==> src/rtl/clkdiv_pkg.sv <==
// Shared types and helpers for the programmable clock divider.
// Mode encoding, default counter width and channel-index sizing.
package clkdiv_pkg;

  localparam int CNT_W_DEF = 32;

  typedef enum logic [1:0] {
    MODE_STOP = 2'b00,
    MODE_RUN  = 2'b01,
    MODE_STEP = 2'b10,
    MODE_RSVD = 2'b11
  } mode_e;

  function automatic int ch_width(input int n);
    return (n > 1) ? $clog2(n) : 1;
  endfunction

  // The reserved encoding behaves exactly like STOP.
  function automatic mode_e norm_mode(input logic [1:0] m);
    return (m == MODE_RSVD) ? MODE_STOP : mode_e'(m);
  endfunction

endpackage

==> src/rtl/clkdiv_channel.sv <==
// One divider channel: half-period counter, shadow config
// and single-step sequencing.
module clkdiv_channel
  import clkdiv_pkg::*;
#(
  parameter int               CNT_W    = CNT_W_DEF,
  parameter logic [CNT_W-1:0] DEF_HALF = '0,
  parameter logic [1:0]       DEF_MODE = 2'b01
) (
  input  logic             I_CLK,
  input  logic             rst,
  input  logic             wr_en,
  input  logic [CNT_W-1:0] wr_half,
  input  logic [1:0]       wr_mode,
  input  logic             step_req,
  output logic             clk_out,
  output logic             rise,
  output logic             busy,
  output logic             step_done
);

  logic [CNT_W-1:0] cnt;
  logic [CNT_W-1:0] half;
  logic [CNT_W-1:0] sh_half;
  mode_e            mode;
  mode_e            sh_mode;
  logic             out;
  logic             stepping;
  logic             pending;
  logic             rise_q;
  logic             done_q;

  logic at_end;
  logic running;
  logic apply;
  logic start;

  assign at_end  = (cnt == half);
  assign running = (mode == MODE_RUN) ||
                   ((mode == MODE_STEP) && stepping);
  // Live channels only switch on the edge that would raise the clock.
  assign apply   = pending && !wr_en &&
                   (!running || (!out && at_end));
  assign start   = (mode == MODE_STEP) && !stepping &&
                   !pending && !wr_en && step_req;

  always_ff @(posedge I_CLK) begin
    if (rst) begin
      cnt      <= '0;
      half     <= DEF_HALF;
      sh_half  <= DEF_HALF;
      mode     <= norm_mode(DEF_MODE);
      sh_mode  <= norm_mode(DEF_MODE);
      out      <= 1'b0;
      stepping <= 1'b0;
      pending  <= 1'b0;
      rise_q   <= 1'b0;
      done_q   <= 1'b0;
    end else begin
      rise_q <= 1'b0;
      done_q <= 1'b0;
      if (wr_en) begin
        sh_half <= wr_half;
        sh_mode <= norm_mode(wr_mode);
        pending <= 1'b1;
      end
      if (apply) begin
        half    <= sh_half;
        mode    <= sh_mode;
        cnt     <= '0;
        pending <= 1'b0;
        out     <= (sh_mode == MODE_RUN);
        rise_q  <= (sh_mode == MODE_RUN);
        if (stepping) begin
          stepping <= 1'b0;
          done_q   <= 1'b1;
        end
      end else if (start) begin
        stepping <= 1'b1;
        out      <= 1'b1;
        rise_q   <= 1'b1;
        cnt      <= '0;
      end else if (running) begin
        if (at_end) begin
          cnt <= '0;
          if ((mode == MODE_STEP) && !out) begin
            stepping <= 1'b0;
            done_q   <= 1'b1;
          end else begin
            out    <= ~out;
            rise_q <= ~out;
          end
        end else begin
          cnt <= cnt + CNT_W'(1);
        end
      end else begin
        cnt <= '0;
        out <= 1'b0;
      end
    end
  end

  assign clk_out   = out;
  assign rise      = rise_q;
  assign busy      = pending | stepping;
  assign step_done = done_q;

endmodule

==> src/rtl/prog_clock_divider.sv <==
// Multi-channel runtime-programmable clock divider.
// Decodes config writes and replicates one channel per output.
module prog_clock_divider
  import clkdiv_pkg::*;
#(
  parameter int               NUM_CH   = 2,
  parameter int               CNT_W    = CNT_W_DEF,
  parameter logic [CNT_W-1:0] DEF_HALF = CNT_W'(49999999),
  parameter logic [1:0]       DEF_MODE = 2'b01,
  localparam int              CH_W     = ch_width(NUM_CH)
) (
  input  logic              I_CLK,
  input  logic              rst,
  input  logic              wr_en,
  input  logic [CH_W-1:0]   wr_ch,
  input  logic [CNT_W-1:0]  wr_half,
  input  logic [1:0]        wr_mode,
  input  logic [NUM_CH-1:0] step_req,
  output logic [NUM_CH-1:0] O_CLK,
  output logic [NUM_CH-1:0] rise,
  output logic [NUM_CH-1:0] busy,
  output logic [NUM_CH-1:0] step_done
);

  logic [NUM_CH-1:0] ch_we;

  for (genvar i = 0; i < NUM_CH; i++) begin : g_ch
    // Out-of-range channel numbers match no entry and are dropped.
    assign ch_we[i] = wr_en && (wr_ch == CH_W'(i));

    clkdiv_channel #(
      .CNT_W    (CNT_W),
      .DEF_HALF (DEF_HALF),
      .DEF_MODE (DEF_MODE)
    ) u_ch (
      .I_CLK     (I_CLK),
      .rst       (rst),
      .wr_en     (ch_we[i]),
      .wr_half   (wr_half),
      .wr_mode   (wr_mode),
      .step_req  (step_req[i]),
      .clk_out   (O_CLK[i]),
      .rise      (rise[i]),
      .busy      (busy[i]),
      .step_done (step_done[i])
    );
  end

endmodule

==> config.mk <==
export PLATFORM = sky130hd
export DESIGN_NAME = prog_clock_divider
export DESIGN_NICKNAME = d
export VERILOG_FILES = /design/src/rtl/clkdiv_pkg.sv /design/src/rtl/clkdiv_channel.sv /design/src/rtl/prog_clock_divider.sv
export SDC_FILE = /design/constraint.sdc
export NUM_CORES = 1
export LEC_CHECK = 0
export BUFFER_PORTS_ARGS = -buffer_cell sky130_fd_sc_hd__buf_4
export CAP_MARGIN = 20
export CORE_MARGIN = 2
export CORE_UTILIZATION = 55
export CTS_BUF_LIST = sky130_fd_sc_hd__clkbuf_2 sky130_fd_sc_hd__clkbuf_4 sky130_fd_sc_hd__clkbuf_8
export DETAILED_ROUTE_END_ITERATION = 16
export PLACE_DENSITY = 0.72
export SKIP_CTS_REPAIR_TIMING = 1
export SLEW_MARGIN = 20
export SYNTH_ARGS = -nofsm -noshare
export SYNTH_HDL_FRONTEND = slang
export SYNTH_HIERARCHICAL = 1
export SYNTH_SLANG_ARGS = --single-unit
==> constraint.sdc <==
create_clock -name I_CLK -period 4.83 [get_ports I_CLK]
set_clock_uncertainty 0.1 [all_clocks]
set_input_delay 0.966 -clock I_CLK [delete_from_list [all_inputs] [get_ports I_CLK]]
set_output_delay 0.966 -clock I_CLK [all_outputs]
set_load 0.01 [all_outputs]
After elaboration in Yosys (flattened, before gate mapping)

Index checks and enable logic that the tools add are counted.

Register bits: 210
Input port bits: 40
Logic and storage cells: 131

Add/subtract/negate cells: 2
Equal/unequal tests: 13
Mux-type cells: 41
Bitwise gates (word level): 7
Reduce and logical (&&, ||, !) cells: 48

Operators with widths:

| cell                    | number |
|---|---|
| $add A32 B1 Y32 const B | 2 |
| $eq A32 B32 Y1          | 2 |
| $mux W1                 | 40 |
| $logic_and A1 B1 Y1     | 20 |
| $reduce_bool A2 Y1      | 6 |
| $logic_not A1 Y1        | 10 |
| $reduce_or A5 Y1        | 2 |
| $eq A2 B1 Y1 const B    | 4 |
| $ne A4 B3 Y1 const B    | 2 |
| $ne A4 B4 Y1 const B    | 2 |
| $eq A2 B2 Y1 const B    | 3 |
| $reduce_and A3 Y1       | 2 |
| $not A1 Y1              | 5 |
| $logic_or A1 B1 Y1      | 4 |
| $reduce_and A2 Y1       | 2 |
| $reduce_or A2 Y1        | 2 |
| $mux W2                 | 1 |
| $or A1 B1 Y1            | 2 |

Longest topological paths before layout

Gate-level depths: netlist (run 1).

Word-level depth: 8
Mapped depth: 9
Mapped depth without buffers: 7

Hierarchy

The synthesis (run 1) kept the hierarchy.

By module, submodules not included:

| module                         | times used | cells an instance | area each (µm²) |
|---|---|---|---|
| clkdiv_channel at g_ch[0].u_ch | 1          | 499               | 4,649.5 |
| clkdiv_channel at g_ch[1].u_ch | 1          | 505               | 4,520.6 |
| prog_clock_divider             | 1          | 2                 | 16.3 |

Worst setup path before layout (run 1)

Ideal clock, no wire load.

Path type: input -> register
Start: input wr_ch
End: register g_ch[0].u_ch.sh_half[10]
Setup time: 128 ps
Arrival time: 2,540 ps
Setup slack: 2,062 ps
Cell stages on the path: 6
Path buffers: 3
Cell sequence: and2b_2 -> clkbuf_1 -> buf_1 -> clkbuf_1 -> mux2i_1 -> nor2_1

Word-level cells in the longest chain between the ends: 2

Ends and longest elaborated chain:

| element              | line                     | source |
|---|---|---|
| start, declared      | prog_clock_divider.sv:15 | `input logic [CH_W-1:0] wr_ch,` |
| $not A1 Y1           | prog_clock_divider.sv:29 | `assign ch_we[i] = wr_en && (wr_ch == CH_W'(i));` |
| $logic_and A1 B1 Y1  | prog_clock_divider.sv:29 |  |
| end signal, assigned | clkdiv_channel.sv:63     | `sh_half <= wr_half;` |
| end, declared        | clkdiv_channel.sv:24     | `logic [CNT_W-1:0] sh_half;` |

Every way passes these cells.
A chain may end at the register's enable or synchronous reset.

Final worst setup path (run 1)

Start: register g_ch[0].u_ch.cnt[28]
End: register g_ch[0].u_ch.half[15]

Word-level cells in the longest chain between the ends: 4

Ends and longest elaborated chain:

| element                | line                 | source |
|---|---|---|
| start, declared        | clkdiv_channel.sv:22 | `logic [CNT_W-1:0] cnt;` |
| start signal, assigned | clkdiv_channel.sv:94 | `cnt <= cnt + CNT_W'(1);` |
| $eq A32 B32 Y1         | clkdiv_channel.sv:38 | `assign at_end = (cnt == half);` |
| $logic_and A1 B1 Y1    | clkdiv_channel.sv:43 | `(!running \|\| (!out && at_end));` |
| $logic_or A1 B1 Y1     | clkdiv_channel.sv:43 |  |
| $logic_and A1 B1 Y1    | clkdiv_channel.sv:42 | `assign apply = pending && !wr_en &&` |
| end signal, assigned   | clkdiv_channel.sv:68 | `half <= sh_half;` |
| end, declared          | clkdiv_channel.sv:23 | `logic [CNT_W-1:0] half;` |

Every way passes these cells.

==> results.sh, run 1 <==
export IMPL_drc=0
export IMPL_clk_path_buf_depth=3
export IMPL_max_freq_ghz=0.317
export IMPL_drtPass1Iterations=5
export IMPL_rows=47
export IMPL_finalCriticalPeriod_ns=3.15
export IMPL_place_hpwl_um=13700
export IMPL_hold_viol_final=0
export IMPL_chipWidth_um=133
export IMPL_total_leakage_power_uw=0.00381
export IMPL_synth_ff_type="dfxtp_1"
export IMPL_drt_wl_total_um=20200
export IMPL_syn_nets=1048
export IMPL_drive_gt1_frac=0.134
export IMPL_yosys_cell_count_top_type="dfxtp_1"
export IMPL_finalSetupViolCount=0
export IMPL_core_sq_um=16500
export IMPL_synth_cell_types=60
export IMPL_antenna_left=0
export IMPL_power_density_nw_per_um2=345
export IMPL_gp_congestion=0.853
export IMPL_seqCellArea_sq_um=4200
export IMPL_initial_core_util=0.558
export IMPL_cp_required_ns=5.15
export IMPL_crit_buf_inv=1
export IMPL_cts_buffers=35
export IMPL_cpPeakStageDelay_ns=0.69
export IMPL_diodes=0
export IMPL_cts_root_buffer="clkbuf_8"
export IMPL_end_kind="register"
export IMPL_slew_viol_final=0
export IMPL_cts_sinks=210
export IMPL_syn_inst=1006
export IMPL_antenna_found_initial=0
export IMPL_maxCapViolations=0
export IMPL_grt_pass1_vias=6505
export IMPL_hp_class="register to register"
export IMPL_status="complete, no violations"
export IMPL_final_area_sq_um=10400
export IMPL_critPathKind="register to register"
export IMPL_cts_tree="done"
export IMPL_synth_top_cell_by_area="dfxtp_1"
export IMPL_routedWlPerCell_um=15.7
export IMPL_ir_drop_mv=0.194
export IMPL_synth_area_top_cells="dfxtp_1 (46%), mux2i_1 (8.7%), xor2_1 (5.9%)"
export IMPL_synth_edf_count=0
export IMPL_io_pins=48
export IMPL_groute_usage_overall=0.231
export IMPL_die_area_sq_um=17800
export IMPL_tightestPinTransition_ns=0.764
export IMPL_nNetsFinal=1085
export IMPL_rsz0062_at_grt="false"
export IMPL_slowest_stage="o21a_2"
export IMPL_place_area_sq_um=9610
export IMPL_finalCritPeriodShare=0.653
export IMPL_synth_top_area_share=0.458
export IMPL_clk_latency_ns=0.52
export IMPL_setup_tns_ns=0
export IMPL_clkTransAtPathRegs_ns=0.06
export IMPL_multi_input_area_sq_um=4660
export IMPL_critPathArrivalTime_ns=3.47
export IMPL_critPathTopFamily="simple AND/OR/NAND/NOR gates"
export IMPL_path_max_fanout=25
export IMPL_cp_cell_sequence="xor2_1 > nor4_1 > nand2_1 > nor4_4 > o21a_2 > buf_4 > mux2i_1"
export IMPL_synth_warning_count=6
export IMPL_grt_overflow_total=0
export IMPL_htree_num_levels=2
export IMPL_n_fill_cell=1435
export IMPL_cp_start_kind="register"
export IMPL_synth_seq_cells=210
export IMPL_dieHeight_um=133
export IMPL_drtIter0Drc=481
export IMPL_syn_to_final_growth_pct=12.7
export IMPL_synth_common_cells="dfxtp_1 (210), nor2_1 (135), mux2i_1 (80), nand3_1 (72), xor2_1 (62)"
export IMPL_vias=6992
export IMPL_yosysSeqAreaShare=0.458
export IMPL_syn_area_sq_um=9190
export IMPL_async_flop_share=0
export IMPL_via_per_inst=5.43
export IMPL_relSlewSlack=0.491
export IMPL_port_buffers=47
export IMPL_avgSynthCellArea_sq_um=9.13
export IMPL_grt_pass1_wl_um=33200
export IMPL_grt_max_degree=80
[placed cells by master (no fill, tap or decap), types with 18 or more instances in the layout]
master / n
dfxtp_1: 210
nor2_1: 135
mux2i_1: 80
nand3_1: 72
xor2_1: 62
buf_4: 56
nand2_1: 53
xnor2_1: 51
o21ai_0: 50
clkbuf_8: 45
a21oi_1: 35
nand2b_1: 32
nor2b_1: 27
nand4_1: 22
a211o_1: 18
[registers in the layout, indices dropped and copies added, names as in the netlist]
name and flops:
g_ch.u_ch/rise 2, g_ch.u_ch/sh_mode 4, g_ch.u_ch/mode 4, g_ch.u_ch/stepping 2
g_ch.u_ch/sh_half 64, g_ch.u_ch/clk_out 2, g_ch.u_ch/half 64, g_ch.u_ch/cnt 64
g_ch.u_ch/pending 2, g_ch.u_ch/step_done 2
[power by group]
part / switching (uW) / internal, uW / leakage [uW] / total (uW)
clock: 676 / 933 / 0.000395 / 1610
combinational: 94.4 / 79.1 / 0.00171 / 174
sequential: 24.5 / 1770 / 0.00171 / 1790
total: 795 / 2780 / 0.00381 / 3580
[worst min-delay path, cell delays in order, from the launching register on]
cell and delay [ns]:
dfxtp_1 0.31, o21ai_0 0.07, a21oi_1 0.06
[cell families (layout without fill, tap and decap cells)]
group / count (synthesis) / in the layout / synth area share
mux: 80 / 80 / 0.0872
fa+ha+maj: 2 / 2 / 0.00272
buf+inv: 68 / 129 / 0.0366
xor+xnor: 114 / 114 / 0.110
compound gates: 122 / 122 / 0.0801
simple gates: 410 / 410 / 0.226
flops: 210 / 210 / 0.458
[final cells by class]
| type | count | share of cell area |
|---|---|---|
| clock inverters | 3 | 0.00145 |
| inverters | 10 | 0.00362 |
| multi-input cells | 728 | 0.450 |
| repair buffers | 58 | 0.0431 |
| well taps | 220 | 0.0266 |
| flip-flops and latches | 210 | 0.406 |
| clock buffers | 58 | 0.0692 |
[per-stage QoR]
stage	power, uW	util	cells	hold WS [ns]	setup WS, ns
3_3_place_gp	2000	0.583	1224	0.351	1.79
2_1_floorplan	1940	-	1006	0.335	2.06
5_1_grt	3720	0.629	1287	0.394	1.46
6_report	3580	0.629	1287	0.360	1.68
3_5_place_dp	2000	0.584	1225	0.355	1.74
4_1_cts	3610	0.628	1286	0.368	1.72
[path summary, 6_finish.rpt]
kind,from,end,slack [ns],cells after the start
worst max-delay path,g_ch[0].u_ch/cnt[28],g_ch[0].u_ch/half[15],1.68,7
worst min-delay path,g_ch[1].u_ch/sh_half[18],g_ch[1].u_ch/half[18],0.36,2
worst max register to register,g_ch[0].u_ch/cnt[28],g_ch[0].u_ch/half[15],1.68,7
worst min register to register,g_ch[1].u_ch/sh_half[18],g_ch[1].u_ch/half[18],0.36,2
[layer usage]
metal | GRT usage | vias up | share of wire
met1 | 0.336 | 3282 | 0.50
met5 | 0 | - | 0
li1 | - | 3533 | -
met4 | 0.0733 | 0 | 0.015
met3 | 0.0400 | 21 | 0.043
met2 | 0.349 | 156 | 0.44
Note: power is estimated with default switching activity, not from simulation.
==> inputs of run 2 (changes only) <==
--- a/config.mk
+++ b/config.mk
@@ -5,13 +5,14 @@
 export SDC_FILE = /design/constraint.sdc
 export NUM_CORES = 1
 export LEC_CHECK = 0
+export ABC_AREA = 1
 export BUFFER_PORTS_ARGS = -buffer_cell sky130_fd_sc_hd__buf_4
 export CAP_MARGIN = 20
 export CORE_MARGIN = 2
 export CORE_UTILIZATION = 55
 export CTS_BUF_LIST = sky130_fd_sc_hd__clkbuf_2 sky130_fd_sc_hd__clkbuf_4 sky130_fd_sc_hd__clkbuf_8
 export DETAILED_ROUTE_END_ITERATION = 16
-export PLACE_DENSITY = 0.72
+export PLACE_DENSITY = 0.75
 export SKIP_CTS_REPAIR_TIMING = 1
 export SLEW_MARGIN = 20
 export SYNTH_ARGS = -nofsm -noshare
==> constraint.sdc (replaced) <==
create_clock -name I_CLK -period 2.8 [get_ports I_CLK]
set_clock_uncertainty 0.1 [all_clocks]
set_input_delay 0.56 -clock I_CLK [delete_from_list [all_inputs] [get_ports I_CLK]]
set_output_delay 0.56 -clock I_CLK [all_outputs]
set_load 0.01 [all_outputs]
==> run 2 against run 1 <==
- via count rose by 24%
- register-to-register slack got worse by 1.2 ns
- first-iteration DRC count rose by 10%
- die area rose by 6.4%
- setup slack got worse by 1.2 ns
- critical path depth rose by 4
- sequential share of layout area fell by 2.3 points
- cell count rose by 29%
==> results.sh, run 2 <==
export IMPL_cp_start_kind="register"
export IMPL_via_per_inst=5.20
export IMPL_end_kind="register"
export IMPL_hold_viol_final=0
export IMPL_place_hpwl_um=17100
export IMPL_min_delay_start="wr_half[22]"
export IMPL_die_area_sq_um=18900
export IMPL_rows=48
export IMPL_diodes=0
export IMPL_n_fill_cell=1632
export IMPL_total_leakage_power_uw=0.00487
export IMPL_antenna_left=0
export IMPL_r2r_setup_slack_ns=0.49
export IMPL_setup_tns_ns=0
export IMPL_grt_pass1_vias=7899
export IMPL_grtUsageMet1=0.366
export IMPL_grt_max_degree=54
export IMPL_max_freq_ghz=0.434
export IMPL_relSlewSlack=0.393
export IMPL_r2r_start="g_ch[1].u_ch/cnt[20]"
export IMPL_critPathKind="register to register"
export IMPL_synth_edf_count=0
export IMPL_finalWorstSetupSlack_ns=0.494
export IMPL_htree_num_levels=2
export IMPL_status="complete, no violations"
export IMPL_synth_warning_count=6
export IMPL_synth_seq_cells=210
export IMPL_synth_top_cell_by_area="dfxtp_1"
export IMPL_layout_commonest_cell="nand2_1"
export IMPL_synth_top_area_share=0.429
export IMPL_cts_tree="done"
export IMPL_finalCriticalPeriod_ns=2.31
export IMPL_cp_required_ns=3.09
export IMPL_syn_nets=1416
export IMPL_power_density_nw_per_um2=569
export IMPL_antenna_found_initial=0
export IMPL_finalSetupViolCount=0
export IMPL_ir_drop_mv=0.417
export IMPL_gp_congestion=0.964
export IMPL_finalCritPeriodShare=0.823
export IMPL_grt_pass1_wl_um=38200
export IMPL_initial_core_util=0.564
export IMPL_clkTransAtPathRegs_ns=0.06
export IMPL_core_sq_um=17400
export IMPL_grt_overflow_total=0
export IMPL_chipWidth_um=137
export IMPL_rsz0062_at_grt="false"
export IMPL_min_to="g_ch[0].u_ch/sh_half[22]"
export IMPL_reg2regPathDepth=11
export IMPL_nNetsFinal=1458
export IMPL_grt_busiest_layer="met2"
export IMPL_clk_path_buf_depth=3
export IMPL_cts_buffers=36
export IMPL_layout_common_cells="nand2_1 (317), dfxtp_1 (210), nor2_1 (191)"
export IMPL_async_flop_share=0
export IMPL_port_buffers=47
export IMPL_synth_ff_type="dfxtp_1"
export IMPL_avgSynthCellArea_sq_um=7.13
export IMPL_syn_area_sq_um=9800
export IMPL_r2r_end="g_ch[1].u_ch/half[0]"
export IMPL_routedWlPerCell_um=14.1
export IMPL_grt_use_met3=0.0386
export IMPL_drc=0
export IMPL_drive_gt1_frac=0.124
export IMPL_grt_util_met2=0.392
export IMPL_holdWs_ns=0.154
export IMPL_drt_wl_total_um=23500
export IMPL_tightestPinTransition_ns=0.902
export IMPL_holdPathStages=3
export IMPL_io_pins=48
export IMPL_syn_to_final_growth_pct=12.0
export IMPL_dieHeight_um=137
export IMPL_vias=8646
export IMPL_cts_sinks=210
export IMPL_maxCapViolations=0
export IMPL_hp_class="primary input to register"
export IMPL_yosys_cell_count_top_type="nand2_1"
export IMPL_critPathArrivalTime_ns=2.60
export IMPL_synth_common_cells="nand2_1 (317), dfxtp_1 (210), nor2_1 (191), inv_1 (157), o21ai_0 (96)"
export IMPL_syn_inst=1374
export IMPL_synth_cell_types=41
export IMPL_slew_viol_final=0
export IMPL_groute_usage_overall=0.255
export IMPL_cts_root_buffer="clkbuf_8"
export IMPL_yosysSeqAreaShare=0.429
export IMPL_top_regs="g_ch.u_ch/cnt (64), g_ch.u_ch/half (64), g_ch.u_ch/sh_half (64)"
export IMPL_clk_latency_ns=0.54
export IMPL_drtIter0Drc=531
export IMPL_synth_area_top_cells="dfxtp_1 (43%), nand2_1 (12%), nor2_1 (7.3%)"
export IMPL_path_max_fanout=36
export IMPL_drtPass1Iterations=5
export IMPL_dp_worst_setup_slack_ns=0.476
## run 2: cell types whose count changed in the layout (fill, tap and decap cells not counted), moves of 32 or more
cell	delta
a21oi_1	+49
inv_1	+147
mux2i_1	-80
nand2_1	+264
nand2b_1	-32
nor2_1	+56
o21ai_0	+46
xor2_1	-51
## run 2: routing by layer
metal / vias up / routed length [um]
li1: 4482 / -
met1: 3908 / 11600
met2: 213 / 10200
met3: 43 / 1140
met4: 0 / 570
met5: - / 0
## run 2: metrics by stage
stage / utilization / instances / cell area, sq um / power, uW
floorplan: - / 1374 / 9800 / 3330
global placement: 0.589 / 1603 / 10200 / 3450
detailed placement: 0.589 / 1603 / 10200 / 3460
CTS: 0.632 / 1664 / 11000 / 6300
global route: 0.632 / 1664 / 11000 / 6470
finish: 0.632 / 1664 / 11000 / 6240
## run 2: worst max-delay path: stages, from the launching register on
cell,delay [ns]
dfxtp_1,0.50
xnor2_1,0.16
nand2_1,0.07
nor2_1,0.15
nand2_1,0.11
nor2_2,0.14
nand3_1,0.12
nand2_2,0.11
nand2_4,0.16
buf_4,0.32
nand2_1,0.14
o211ai_2,0.08
## run 2: how the worst max path moves through the flow
stage,startpoint,endpoint,slack (ns),cells after the start
after floorplan,g_ch[1].u_ch/cnt[0],g_ch[1].u_ch/cnt[26],1.0,10
after global placement,g_ch[1].u_ch/cnt[20],g_ch[1].u_ch/half[15],0.51,11
after detailed placement,wr_ch,g_ch[1].u_ch/sh_mode[0],0.48,7
after CTS,g_ch[1].u_ch/cnt[20],g_ch[1].u_ch/half[0],0.48,11
after global routing,g_ch[0].u_ch/cnt[8],g_ch[0].u_ch/step_done,0.30,13
final,g_ch[1].u_ch/cnt[20],g_ch[1].u_ch/half[0],0.49,11
## run 2: final cells by class
type	count	area (sq um)	share of cell area
inverter	171	652	0.0594
clock inverter	8	77.6	0.00707
multi-input combinational	943	4690	0.427
tap	225	282	0.0257
clock buffer	53	661	0.0602
timing repair buffer	54	405	0.0370
sequential	210	4200	0.383
## run 2: cells by family (layout without fill, tap and decap cells)
kind of cell | after synthesis | count (layout) | share of synthesized area
AND/OR/NAND/NOR | 655 | 655 | 0.290
AO/OA/AOI/OAI | 237 | 237 | 0.142
buffers and inverters | 221 | 286 | 0.0930
flip-flops | 210 | 210 | 0.429
XOR/XNOR | 49 | 49 | 0.0438
adder cells (fa/ha/maj) | 2 | 2 | 0.00255
## run 2: where the power goes
group	switching [uW]	leakage [uW]	total, uW	internal (uW)
clock network	1230	0.000393	2840	1610
registers	37.9	0.00171	3100	3060
logic	191	0.00277	295	104
total	1460	0.00487	6240	4780
